**src/rtl/unidade_controle_jogo.sv**
```systemverilog
// Moore control unit for the memory game: sequences the datapath counters and
// registers, and reports the game outcome and current state.
module unidade_controle_jogo #(
    parameter bit HAS_TIMEOUT = 1'b1
) (
    input  logic       clock,
    input  logic       reset,
    input  logic       iniciar,
    input  logic       jogada_feita,
    input  logic       igual,
    input  logic       enderecoIgualLimite,
    input  logic       fim_jogo,
    input  logic       timeout,
    output logic       zera_endereco,
    output logic       conta_endereco,
    output logic       zera_limite,
    output logic       conta_limite,
    output logic       zeraR,
    output logic       registrarR,
    output logic       zera_s_timeout,
    output logic       enable_timeout,
    output logic       zera_modo,
    output logic       registra_modo,
    output logic       pronto,
    output logic       ganhou,
    output logic       perdeu,
    output logic       db_timeout,
    output logic [3:0] db_estado
);

    typedef enum logic [3:0] {
        INICIAL        = 4'h0,
        PREPARACAO     = 4'h1,
        INICIA_RODADA  = 4'h2,
        ESPERA_JOGADA  = 4'h3,
        REGISTRA       = 4'h4,
        COMPARACAO     = 4'h5,
        PROXIMO        = 4'h6,
        PROXIMA_RODADA = 4'h7,
        FIM_ACERTOU    = 4'hA,
        FIM_ERROU      = 4'hB,
        FIM_TIMEOUT    = 4'hC
    } estado_t;

    estado_t estado_q;
    estado_t estado_d;

    always_ff @(posedge clock or negedge reset) begin
        if (!reset) begin
            estado_q <= INICIAL;
        end else begin
            estado_q <= estado_d;
        end
    end

    // Next-state logic; unused codes fall back to INICIAL.
    always_comb begin
        estado_d = INICIAL;
        case (estado_q)
            INICIAL:        estado_d = iniciar ? PREPARACAO : INICIAL;
            PREPARACAO:     estado_d = INICIA_RODADA;
            INICIA_RODADA:  estado_d = ESPERA_JOGADA;
            ESPERA_JOGADA: begin
                // A play arriving together with timeout is still accepted.
                if (jogada_feita) begin
                    estado_d = REGISTRA;
                end else if (timeout && HAS_TIMEOUT) begin
                    estado_d = FIM_TIMEOUT;
                end else begin
                    estado_d = ESPERA_JOGADA;
                end
            end
            REGISTRA:       estado_d = COMPARACAO;
            COMPARACAO: begin
                if (!igual) begin
                    estado_d = FIM_ERROU;
                end else if (enderecoIgualLimite && fim_jogo) begin
                    estado_d = FIM_ACERTOU;
                end else if (enderecoIgualLimite) begin
                    estado_d = PROXIMA_RODADA;
                end else begin
                    estado_d = PROXIMO;
                end
            end
            PROXIMO:        estado_d = ESPERA_JOGADA;
            PROXIMA_RODADA: estado_d = INICIA_RODADA;
            FIM_ACERTOU:    estado_d = iniciar ? PREPARACAO : FIM_ACERTOU;
            FIM_ERROU:      estado_d = iniciar ? PREPARACAO : FIM_ERROU;
            FIM_TIMEOUT:    estado_d = iniciar ? PREPARACAO : FIM_TIMEOUT;
            default:        estado_d = INICIAL;
        endcase
    end

    // Moore output decode from the state register only.
    always_comb begin
        zera_endereco  = 1'b0;
        conta_endereco = 1'b0;
        zera_limite    = 1'b0;
        conta_limite   = 1'b0;
        zeraR          = 1'b0;
        registrarR     = 1'b0;
        zera_s_timeout = 1'b0;
        enable_timeout = 1'b0;
        zera_modo      = 1'b0;
        registra_modo  = 1'b0;
        pronto         = 1'b0;
        ganhou         = 1'b0;
        perdeu         = 1'b0;
        db_timeout     = 1'b0;
        case (estado_q)
            INICIAL: begin
                zera_modo = 1'b1;
            end
            PREPARACAO: begin
                zera_endereco  = 1'b1;
                zera_limite    = 1'b1;
                zeraR          = 1'b1;
                zera_s_timeout = 1'b1;
                registra_modo  = 1'b1;
            end
            INICIA_RODADA: begin
                zera_endereco  = 1'b1;
                zera_s_timeout = 1'b1;
            end
            ESPERA_JOGADA: begin
                enable_timeout = 1'b1;
            end
            REGISTRA: begin
                registrarR     = 1'b1;
                zera_s_timeout = 1'b1;
            end
            PROXIMO: begin
                conta_endereco = 1'b1;
            end
            PROXIMA_RODADA: begin
                conta_limite = 1'b1;
            end
            FIM_ACERTOU: begin
                pronto = 1'b1;
                ganhou = 1'b1;
            end
            FIM_ERROU: begin
                pronto = 1'b1;
                perdeu = 1'b1;
            end
            FIM_TIMEOUT: begin
                pronto     = 1'b1;
                perdeu     = 1'b1;
                db_timeout = 1'b1;
            end
            default: begin
            end
        endcase
    end

    assign db_estado = estado_q;

endmodule
```
**config.mk**
```make
export PLATFORM = sky130hd
export DESIGN_NAME = unidade_controle_jogo
export DESIGN_NICKNAME = d
export VERILOG_FILES = /design/src/rtl/unidade_controle_jogo.sv
export SDC_FILE = /design/constraint.sdc
export NUM_CORES = 1
export LEC_CHECK = 0
export CAP_MARGIN = 15
export CORE_AREA = 2 2 39 41
export CTS_CLUSTER_SIZE = 25
export DETAILED_ROUTE_END_ITERATION = 12
export DIE_AREA = 0 0 41 43
export PLACE_DENSITY = 0.69
export REMOVE_ABC_BUFFERS = 1
export SLEW_MARGIN = 40
export SYNTH_ARGS = -nofsm -noshare
export SYNTH_HDL_FRONTEND = slang
export SYNTH_SLANG_ARGS = --single-unit
```
**constraint.sdc**
```tcl
create_clock -name clock -period 3.5 [get_ports clock]
set_input_delay 0.7 -clock clock [delete_from_list [all_inputs] [get_ports clock]]
set_output_delay 0.7 -clock clock [all_outputs]
set_load 0.01 [all_outputs]
```
==> summary.md, run 1 <==
| Metric | Value |
|---|---|
| Outcome | `completed` |
| Largest register FFs | `4` |
| Gr ovfl total | `0` |
| # Post-CTS Setup Buffers | `0` |
| Worst Max-Slew Pin Slew | `~520 ps` |
| Critical Path Sink Type | `output port` |
| Dpl ws | `1090 ps` |
| Initial core utilization | `approximately a third` |
| Vias in the first global route | `429` |
| Sequential share of the synthesized area | `22.2%` |
| First-pass GRT wire length | `1810 µm` |
| Hold_buf cts | `0` |
| Crit path max-delay family | `flip-flops` |
| Max capacitance violation total | `0` |
| CP Class | `reg2out` |
| R2r setup slk | `2070 ps` |
| Antenna cells | `0` |
| Max Freq | `0.373 GHz` |
| Finished Layout Cells | `93` |
| Worst-path clk slew | `40 ps` |
| Nets | `87` |
| Worst R2R End | `db_estado[0]` |
| DRC violations left | `0` |
| Synthesized flop and latch total | `4` |
| CP required | `2800 ps` |
| Final hold vios | `0` |
| FF-to-FF Start | `db_estado[3]` |
| Wirelength per Cell | `12.9 µm` |
| Final setup vio count | `0` |
| Hold slack final | `668 ps` |
| Synth Flop Type | `dfrtp_1` |
| Vias per cell | `around 5.2` |
| Pwr/cell area | `839 nW/µm²` |
| # IOs | `26` |
| Skew-Pair Late Insertion Delay | `230 ps` |
| Dominant cells by area after synthesis | `dfrtp_1 22%, buf_6 7.5%, nand3b_1 6.7%, nand2b_1 5.6%, nor3_2 4.4%` |
| GPL Wtd Cong | `0.767` |
| Slowest-stage cell, CP | `dfrtp_1` |
| Pint | `between 300 and 400 µW` |
| Area leader, netlist | `dfrtp_1` |
| Final cycle utilization of the critical path | `about three quarters` |
| P_leak | `0.000254 µW` |
| Area growth, synth to finish | `53.1%` |
| Post-synth EDFFs | `0` |
| Max stage delay on crit path | `600 ps` |
| Via count | `488` |
| Die height | `43 µm` |
| Starting DRT DRC Count | `16` |
| Hold Path Class | `in2async` |
| Layout cells sized above 1 | `11.7%` |
| Root Buffer | `clkbuf_4` |
| Synth top area share | `22.2%` |
| Largest net degree at the start of global routing | `18` |
| Synth Cell Area | `around 450 µm²` |
| CP Launch Type | `flop` |
| Flop pwr share | `24.3%` |
| Cells after Synth | `55` |
| Pins over their slew limit | `0` |
| Clock period minus worst slack | `2680 ps` |
| Crit-path max FO | `14` |
| Htree depth | `1` |
| First-pass DRT Iterations | `4` |
| Switch Pwr | `250 µW` |
| PortBufs | `25` |
| Cell count after placement | `90` |
| Async SR Flop Fraction | `100%` |
| Final core utilization | `49.8%` |
| Logic pwr share | `about two thirds` |
| Ys Warns | `0` |
| Netlist cell types | `32` |
| DP HPWL | `between 800 and 900 µm` |
| CTS tree | `built` |
| RSZ-0062 raised after global routing | `no` |
| Clock Path Buffers | `2` |
| FP Rows | `14` |
| CTS-repair resized insts | `0` |
| Die ar. | `1760 µm²` |
| CORE AREA | `1380 µm²` |
| CP arrival | `between 1500 and 2000 ps` |
| # clock sinks | `4` |
| VDD IR-drop max | `~0.27 mV` |
| Sw frac | `between 40 and 50%` |
| Total wire length | `1200 µm` |
| Reg2Reg Depth | `4` |
| Routed Antenna Nets | `0` |
| Die X | `a little over 40 µm` |
| Antenna violations before repair | `0` |
| Worst rel slew slack | `65.5%` |
| Critical path cell sequence | `nand2b_1, a211oi_2, or2_1, clkdlybuf4s50_1` |
| CTS buffer count | `3` |
| Most frequent cells after synthesis | `4 x dfrtp_1, 4 x nand2b_1, 4 x nand3b_1, 4 x nor2_1` |
| Fin worst setup slack | `819 ps` |
| Avg Cell Area, Syn | `8.19 µm²` |
| GR Util All Layers | `approximately 15%` |
| Setup Skew | `3.00 ps` |
| Final setup TNS | `0 ps` |
| Power share of the clock group | `9.4%` |
| Worst Path Buf+Inv | `1` |
-- worst reg2reg max path, cell delays in order, from the launching register on --
cell and delay, ps:
dfrtp_1 650, nand2b_4 270, a311oi_1 70, a31oi_1 210
nand3_1 100
-- routing by layer --
metal	global-route usage, %	routed length, µm	share of wire, %
met4	9.33	22	1.8
met3	4.19	132	11
met1	19.9	494	41
met5	0	0	0
met2	20.6	552	46
-- through the flow --
stage / total power (µW) / area (µm²)
floorplan: 325 / 397
global placement: 519 / 667
detailed placement: 522 / 667
CTS: 583 / 689
global route: 626 / 689
finish: 578 / 689
-- layout make-up --
| class | instances | area (µm²) |
|---|---|---|
| tap | 16 | 20.0 |
| clock buffer | 3 | 22.5 |
| sequential | 4 | 100 |
| fill | 142 | 694 |
| timing repair buffer | 25 | 250 |
| multi-input combinational | 44 | 293 |
| inverter | 1 | 3.75 |
-- layout by cell type, fill, tap and decap left out, types with 2 or more instances in the layout --
master           netlist  layout
a21boi_0               2       2
a31oi_1                2       2
clkbuf_4               0       3
clkdlybuf4s50_1        0      25
dfrtp_1                4       4
nand2_1                3       3
nand2b_1               4       4
nand3b_1               4       4
nor2_1                 4       4
nor3_1                 2       2
nor3_2                 2       2
o21ai_1                3       3
-- worst max path at each step --
stage	cells after the start	endpoint	startpoint
after floorplan	2	registra_modo	db_estado[1]
after global placement	4	perdeu	db_estado[2]
after detailed placement	4	zera_s_timeout	db_estado[1]
after CTS	4	perdeu	db_estado[2]
after global routing	4	zera_s_timeout	db_estado[0]
final	4	zera_s_timeout	db_estado[0]
-- power groups by stage --
| stage | sequential, µW | combinational [µW] | clock, µW |
|---|---|---|---|
| after floorplan | 132 | 193 | 0 |
| after global placement | 137 | 382 | 0 |
| after detailed placement | 140 | 382 | 0 |
| after CTS | 140 | 386 | 57.3 |
| after global routing | 149 | 419 | 58.6 |
| final | 141 | 383 | 54.6 |
-- cells by family after synthesis --
group / after synthesis / share of synthesized area [%]
xor gates and xnor gates: 1 / 1.94
AOI/OAI and AO/OA: 14 / 21.7
DFF: 4 / 22.2
and+or+nand+nor: 29 / 41.4
buffers and inverters: 7 / 12.8
Note: power is estimated with default switching activity, not from simulation.
==> run 2, diff against run 1 <==
--- a/config.mk
+++ b/config.mk
@@ -6,11 +6,10 @@
 export NUM_CORES = 1
 export LEC_CHECK = 0
 export CAP_MARGIN = 15
-export CORE_AREA = 2 2 39 41
+export CORE_UTILIZATION = 32
 export CTS_CLUSTER_SIZE = 25
 export DETAILED_ROUTE_END_ITERATION = 12
-export DIE_AREA = 0 0 41 43
-export PLACE_DENSITY = 0.69
+export PLACE_DENSITY = 0.68
 export REMOVE_ABC_BUFFERS = 1
 export SLEW_MARGIN = 40
 export SYNTH_ARGS = -nofsm -noshare
==> constraint.sdc (replaced) <==
create_clock -name clock -period 2.4 [get_ports clock]
set_input_delay 0.48 -clock clock [delete_from_list [all_inputs] [get_ports clock]]
set_output_delay 0.48 -clock clock [all_outputs]
set_load 0.01 [all_outputs]
==> run 2 against run 1 <==
Clock power is 52% higher. Worst hold slack worse by 220 ps. Via count is 1.0% higher. First-iteration DRC count is 50% lower. Combinational power is 61% higher. Count of clock-buffer cells in the layout stayed put. Non-clock buffer count is 3 higher. Sequential power is 35% higher. Design area is 4.7% higher. Sequential share of layout area is 0.13 points lower. Die area is 11% lower. Sequential cell count stayed put. Critical endpoint unchanged. Highest routed layer is now met3.
==> summary.md, run 2 (synthesis results as in run 1) <==
| Metric | Value |
|---|---|
| Outcome | `completed` |
| GR Util All Layers | `19.0%` |
| FP Rows | `13` |
| Nets | `90` |
| RSZ-0062 raised after global routing | `no` |
| First-pass DRT Iterations | `4` |
| CP arrival | `between 1500 and 2000 ps` |
| Skew-Pair Late Insertion Delay | `230 ps` |
| Clock Path Buffers | `2` |
| P_leak | `around 0.00027 µW` |
| Met3 routed WL | `78 µm` |
| Via count | `493` |
| Die ar. | `1560 µm²` |
| CORE AREA | `1300 µm²` |
| Antenna violations before repair | `0` |
| FILL cells | `133` |
| Final setup TNS | `0 ps` |
| GPL Wtd Cong | `0.803` |
| DP HPWL | `833 µm` |
| Most common cell after layout, fill and taps aside | `clkdlybuf4s50_1` |
| VDD IR-drop max | `between 0.5 and 0.6 mV` |
| Clock period minus worst slack | `2270 ps` |
| Antenna cells | `0` |
| Crit-path max FO | `13` |
| Pins over their slew limit | `0` |
| Final setup vio count | `0` |
| Final core utilization | `55.5%` |
| Initial core utilization | `about a third` |
| First-pass GRT wire length | `1890 µm` |
| CP Launch Type | `flop` |
| Reg2Reg Depth | `5` |
| Top sig layer | `met3` |
| Routed Antenna Nets | `0` |
| Total power | `892 µW` |
| Vias per cell | `5.19` |
| Largest net degree at the start of global routing | `14` |
| Die height | `around 40 µm` |
| Most frequent cells in the layout | `25 x clkdlybuf4s50_1, 4 x nor2_1, 4 x nand3b_1` |
| Htree depth | `1` |
| Final hold vios | `0` |
| Hold slack final | `444 ps` |
| PortBufs | `25` |
| Worst Max-Slew Pin Slew | `296 ps` |
| Gr ovfl total | `0` |
| # IOs | `26` |
| CP Class | `reg2out` |
| Worst-path clk slew | `40 ps` |
| CTS buffer count | `3` |
| Max Freq | `0.440 GHz` |
| Starting DRT DRC Count | `8` |
| Setup Skew | `around 4 ps` |
| Wirelength per Cell | `12.2 µm` |
| Fin worst setup slack | `around 130 ps` |
| Area growth, synth to finish | `60.3%` |
| # clock sinks | `4` |
| CTS tree | `built` |
| Max capacitance violation total | `0` |
| Total wire length | `1160 µm` |
| Hold Path Class | `in2async` |
| Dpl ws | `213 ps` |
| Layout cells sized above 1 | `approximately a fifth` |
| Final cycle utilization of the critical path | `around 95%` |
| Vias in the first global route | `442` |
| Die X | `around 40 µm` |
| DRC violations left | `0` |
| CP required | `roughly 1900 ps` |
| Critical Path Sink Type | `output port` |
| Worst rel slew slack | `80.1%` |
| Pwr/cell area | `~1200 nW/µm²` |
| Met2 wire len | `between 500 and 600 µm` |
| # Post-CTS Setup Buffers | `0` |
| Root Buffer | `clkbuf_4` |
| Wl on met1 | `496 µm` |
| Largest register FFs | `4` |
## run 2: cell count changes in the layout (fill, tap and decap cells not counted)
cell      before  now
nand2b_1       4    3
dfrtp_1        4    1
dfrtp_2        0    3
buf_4          0    3
nand2b_4       1    2
## run 2: metal layers
layer / track usage (%) / vias to the layer above
met5: 0 / -
met3: 5.68 / 0
li1: - / 250
met1: 20.7 / 222
met2: 29.9 / 21
met4: 15.5 / 0
## run 2: critical path, stage by stage, from the launching register on
cell and delay [ps]:
dfrtp_2 490, nand2b_4 190, a211oi_2 230, or2_1 120, clkdlybuf4s50_1 520
## run 2: power by group
part           total (µW)  internal (µW)  switching, µW
clock                82.9           55.9           27.0
combinational         618            360            257
sequential            191            101           90.5
## run 2: through the flow
stage / cells / cell area [µm²]
after global placement: 92 / 688
after detailed placement: 92 / 688
final: 95 / 722
after CTS: 95 / 712
after global routing: 95 / 722
after floorplan: 49 / 397
## run 2: timing repair
item / 4_1_cts / 5_1_grt
endpoints found under the hold margin: 0 / 0
setup endpoints to repair: 4 / 6
resized for setup: 1 / 3
hold buffers: 0 / 0
## run 2: worst paths after layout
kind	startpoint	to	slack (ps)
worst min-delay path	reset	db_estado[3]	440
worst max register to register	db_estado[2]	db_estado[0]	1170
worst min register to register	db_estado[2]	db_estado[3]	720
min in group clock	db_estado[2]	db_estado[3]	720
max in group asynchronous	reset	db_estado[1]	1780
worst max-delay path	db_estado[1]	zera_s_timeout	130
## run 2: cell type report
type	instances	area (µm²)	share of cell area (%)
Tap cell	15	18.8	2.60
Sequential cell	4	104	14.4
Timing Repair Buffer	28	273	37.8
Multi-Input combinational cell	44	300	41.6
Inverter	1	3.75	0.520
Clock buffer	3	22.5	3.12
==> run 3, diff against run 2 <==
--- a/config.mk
+++ b/config.mk
@@ -5,11 +5,13 @@
 export SDC_FILE = /design/constraint.sdc
 export NUM_CORES = 1
 export LEC_CHECK = 0
+export ABC_AREA = 1
 export CAP_MARGIN = 15
-export CORE_UTILIZATION = 32
+export CORE_AREA = 2 2 39 41
 export CTS_CLUSTER_SIZE = 25
 export DETAILED_ROUTE_END_ITERATION = 12
-export PLACE_DENSITY = 0.68
+export DIE_AREA = 0 0 41 43
+export PLACE_DENSITY = 0.66
 export REMOVE_ABC_BUFFERS = 1
 export SLEW_MARGIN = 40
 export SYNTH_ARGS = -nofsm -noshare
==> constraint.sdc (replaced) <==
create_clock -name clock -period 2.7 [get_ports clock]
set_input_delay 0.675 -clock clock [delete_from_list [all_inputs] [get_ports clock]]
set_output_delay 0.675 -clock clock [all_outputs]
set_load 0.01 [all_outputs]
==> run 3 against run 2 <==
Cell count is 19% higher. Worst hold slack improved by 200 ps. Clock skew down 3.2 ps. Setup slack improved by 120 ps. First-iteration DRC count decreased by 50%. Sequential share of layout area barely moved. Core utilization down 5.3 points. Design area decreased by 3.8%. Register-to-register slack better by 350 ps. Critical endpoint unchanged. Non-clock buffer count down 3.
==> summary.md, run 3 <==
| Metric | Value |
|---|---|
| GPL Wtd Cong | `approximately 0.85` |
| Die X | `around 41 µm` |
| Netlist cell types | `16` |
| Power share of the clock group | `10.0%` |
| DRC violations left | `0` |
| Outcome | `completed` |
| Sequential share of the synthesized area | `roughly 24%` |
| Reg2Reg Depth | `6` |
| Ys Warns | `0` |
| Synth Cell Area | `417 µm²` |
| Synthesized flop and latch total | `4` |
| Wirelength per Cell | `9.92 µm` |
| Initial core utilization | `30.1%` |
| Simple-Gate Fraction of Synth Area | `around 52%` |
| Most frequent cells after synthesis | `15 x nand2_1, 9 x inv_1, 8 x nand3_1, 7 x nor2_1, 6 x inv_2` |
| Area growth, synth to finish | `66.7%` |
| CP Launch Type | `flop` |
| Final setup vio count | `0` |
| Final cycle utilization of the critical path | `about nine tenths` |
| Skew-Pair Late Insertion Delay | `between 200 and 250 ps` |
| Final setup TNS | `0 ps` |
| CTS tree | `built` |
| Critical Path Sink Type | `output port` |
| Critical Path Start | `db_estado[3]` |
| First-pass GRT wire length | `1920 µm` |
| Post-synth EDFFs | `0` |
| Clock Path Buffers | `2` |
| Post-synthesis xor/xnor area fraction | `0%` |
| Antenna violations before repair | `0` |
| Pwr/cell area | `1040 nW/µm²` |
| Total wire length | `roughly 1100 µm` |
| Worst Max-Slew Pin Slew | `264 ps` |
| Switch Pwr | `328 µW` |
| P_leak | `0.000363 µW` |
| CP arrival | `1780 ps` |
| # Post-CTS Setup Buffers | `0` |
| Cell count after placement | `110` |
| Final hold vios | `0` |
| Largest family of logic cells by synthesized area | `simple AND/OR/NAND/NOR gates` |
| CORE AREA | `1380 µm²` |
| Crit-path max FO | `5` |
| Dpl ws | `474 ps` |
| Nets | `about 110` |
| Most frequent cells in the layout | `25 x clkdlybuf4s50_1, 15 x nand2_1, 9 x inv_1` |
| Layout cells sized above 1 | `21.6%` |
| Area leader, netlist | `dfrtp_1` |
| Sw frac | `45.5%` |
| RSZ-0062 raised after global routing | `no` |
| Top-count cell post-synth | `nand2_1` |
| CTS buffer count | `3` |
| DP HPWL | `~970 µm` |
| Root Buffer | `clkbuf_4` |
| Starting DRT DRC Count | `4` |
| Max capacitance violation total | `0` |
| Hold Path Class | `in2async` |
| First-pass DRT Iterations | `2` |
| Gr ovfl total | `0` |
| Mux cell area share after synthesis | `0%` |
| Largest net degree at the start of global routing | `8` |
| # clock sinks | `4` |
| Hold_buf cts | `0` |
| Synth Flop Type | `dfrtp_1` |
| FP Rows | `14` |
| GR Util All Layers | `15.6%` |
| CTS-repair resized insts | `0` |
| Worst rel slew slack | `82.3%` |
| Pint | `393 µW` |
| PortBufs | `25` |
| Dominant cells by area after synthesis | `dfrtp_1 24%, nand2_1 14%, nand3_1 9.6%, inv_1 8.1%, nand2_2 7.5%` |
| Finished Layout Cells | `113` |
| Largest register FFs | `4` |
| CP required | `roughly 2000 ps` |
| Vias in the first global route | `between 400 and 500` |
| Htree depth | `1` |
| Routed Antenna Nets | `0` |
| Avg Cell Area, Syn | `5.87 µm²` |
| Most common cell after layout, fill and taps aside | `clkdlybuf4s50_1` |
| Die height | `43 µm` |
| FF-to-FF Start | `db_estado[0]` |
| VDD IR-drop max | `0.538 mV` |
| Compound-Gate Fraction of Synth Area | `between 6 and 7%` |
| # IOs | `26` |
| Synth top area share | `24.0%` |
| Fin worst setup slack | `between 200 and 250 ps` |
| CP Class | `reg2out` |
| Adder-cell share of the synthesized area | `0%` |
| Logic pwr share | `71.6%` |
| Max Freq | `a little over 0.4 GHz` |
| Pins over their slew limit | `0` |
| Antenna cells | `0` |
| Async SR Flop Fraction | `100%` |
| Vias per cell | `4.36` |
| Clock period minus worst slack | `2450 ps` |
| Die ar. | `between 1500 and 2000 µm²` |
| Cells after Synth | `71` |
| Via count | `493` |
| Setup Skew | `0.796 ps` |
| Flop pwr share | `18.5%` |
| Worst-path clk slew | `40 ps` |
-- run 3: cell types whose count changed in the layout (fill, tap and decap cells not counted), moves of 4 or more --
cell / before / now
nor2_2: 1 / 5
inv_2: 0 / 6
nand3_1: 1 / 8
nand2_2: 0 / 5
nand2_1: 3 / 15
inv_1: 1 / 9
-- run 3: worst max-delay path: stages, from the launching register on --
cell	delay (ps)
dfrtp_1	430
inv_2	120
nand2_1	110
nor2_1	240
inv_2	60
nand3_1	60
clkdlybuf4s50_1	530
-- run 3: area by class of cell --
type / instances / area (µm²)
clock buffers: 3 / 22.5
repair buffers: 25 / 250
well taps: 16 / 20.0
flip-flops and latches: 4 / 100
fillers: 150 / 689
multi-input cells: 49 / 240
inverters: 16 / 61.3
-- run 3: cell families after synthesis --
kind of cell / Yosys count
flip-flops: 4
AND/OR/NAND/NOR: 44
buffers and inverters: 18
AO/OA/AOI/OAI: 5
-- run 3: metrics by stage --
step                      cell area [µm²]  hold slack, ps  util [%]  power, µW
after floorplan                       402             379         -        395
after global placement                672             704      48.6        651
after detailed placement              672             704      48.6        651
after CTS                             694             640      50.2        730
after global routing                  694             653      50.2        796
final                                 694             645      50.2        721
-- run 3: power groups by stage --
stage          combinational, µW  sequential, µW  clock [µW]
2_1_floorplan                257             138           0
3_3_place_gp                 520             132           0
3_5_place_dp                 519             133           0
4_1_cts                      521             133        76.2
5_1_grt                      574             139        83.3
6_report                     516             133        71.9
-- run 3: path summary, 6_finish.rpt --
path                                       end  slack [ps]
worst min-delay path              db_estado[1]         640
worst min register to register    db_estado[1]         710
max in group asynchronous         db_estado[2]        1890
worst max register to register    db_estado[0]        1520
worst max-delay path            zera_s_timeout         250
min in group clock                db_estado[1]         710
-- run 3: layer usage --
metal	vias up	GRT usage [%]	part of all wire [%]	routed length, µm
li1	268	-	-	-
met1	210	20.2	44	496
met2	15	24.7	50	557
met3	0	2.62	6.0	67
met4	0	6.00	0	0
met5	-	0	0	0
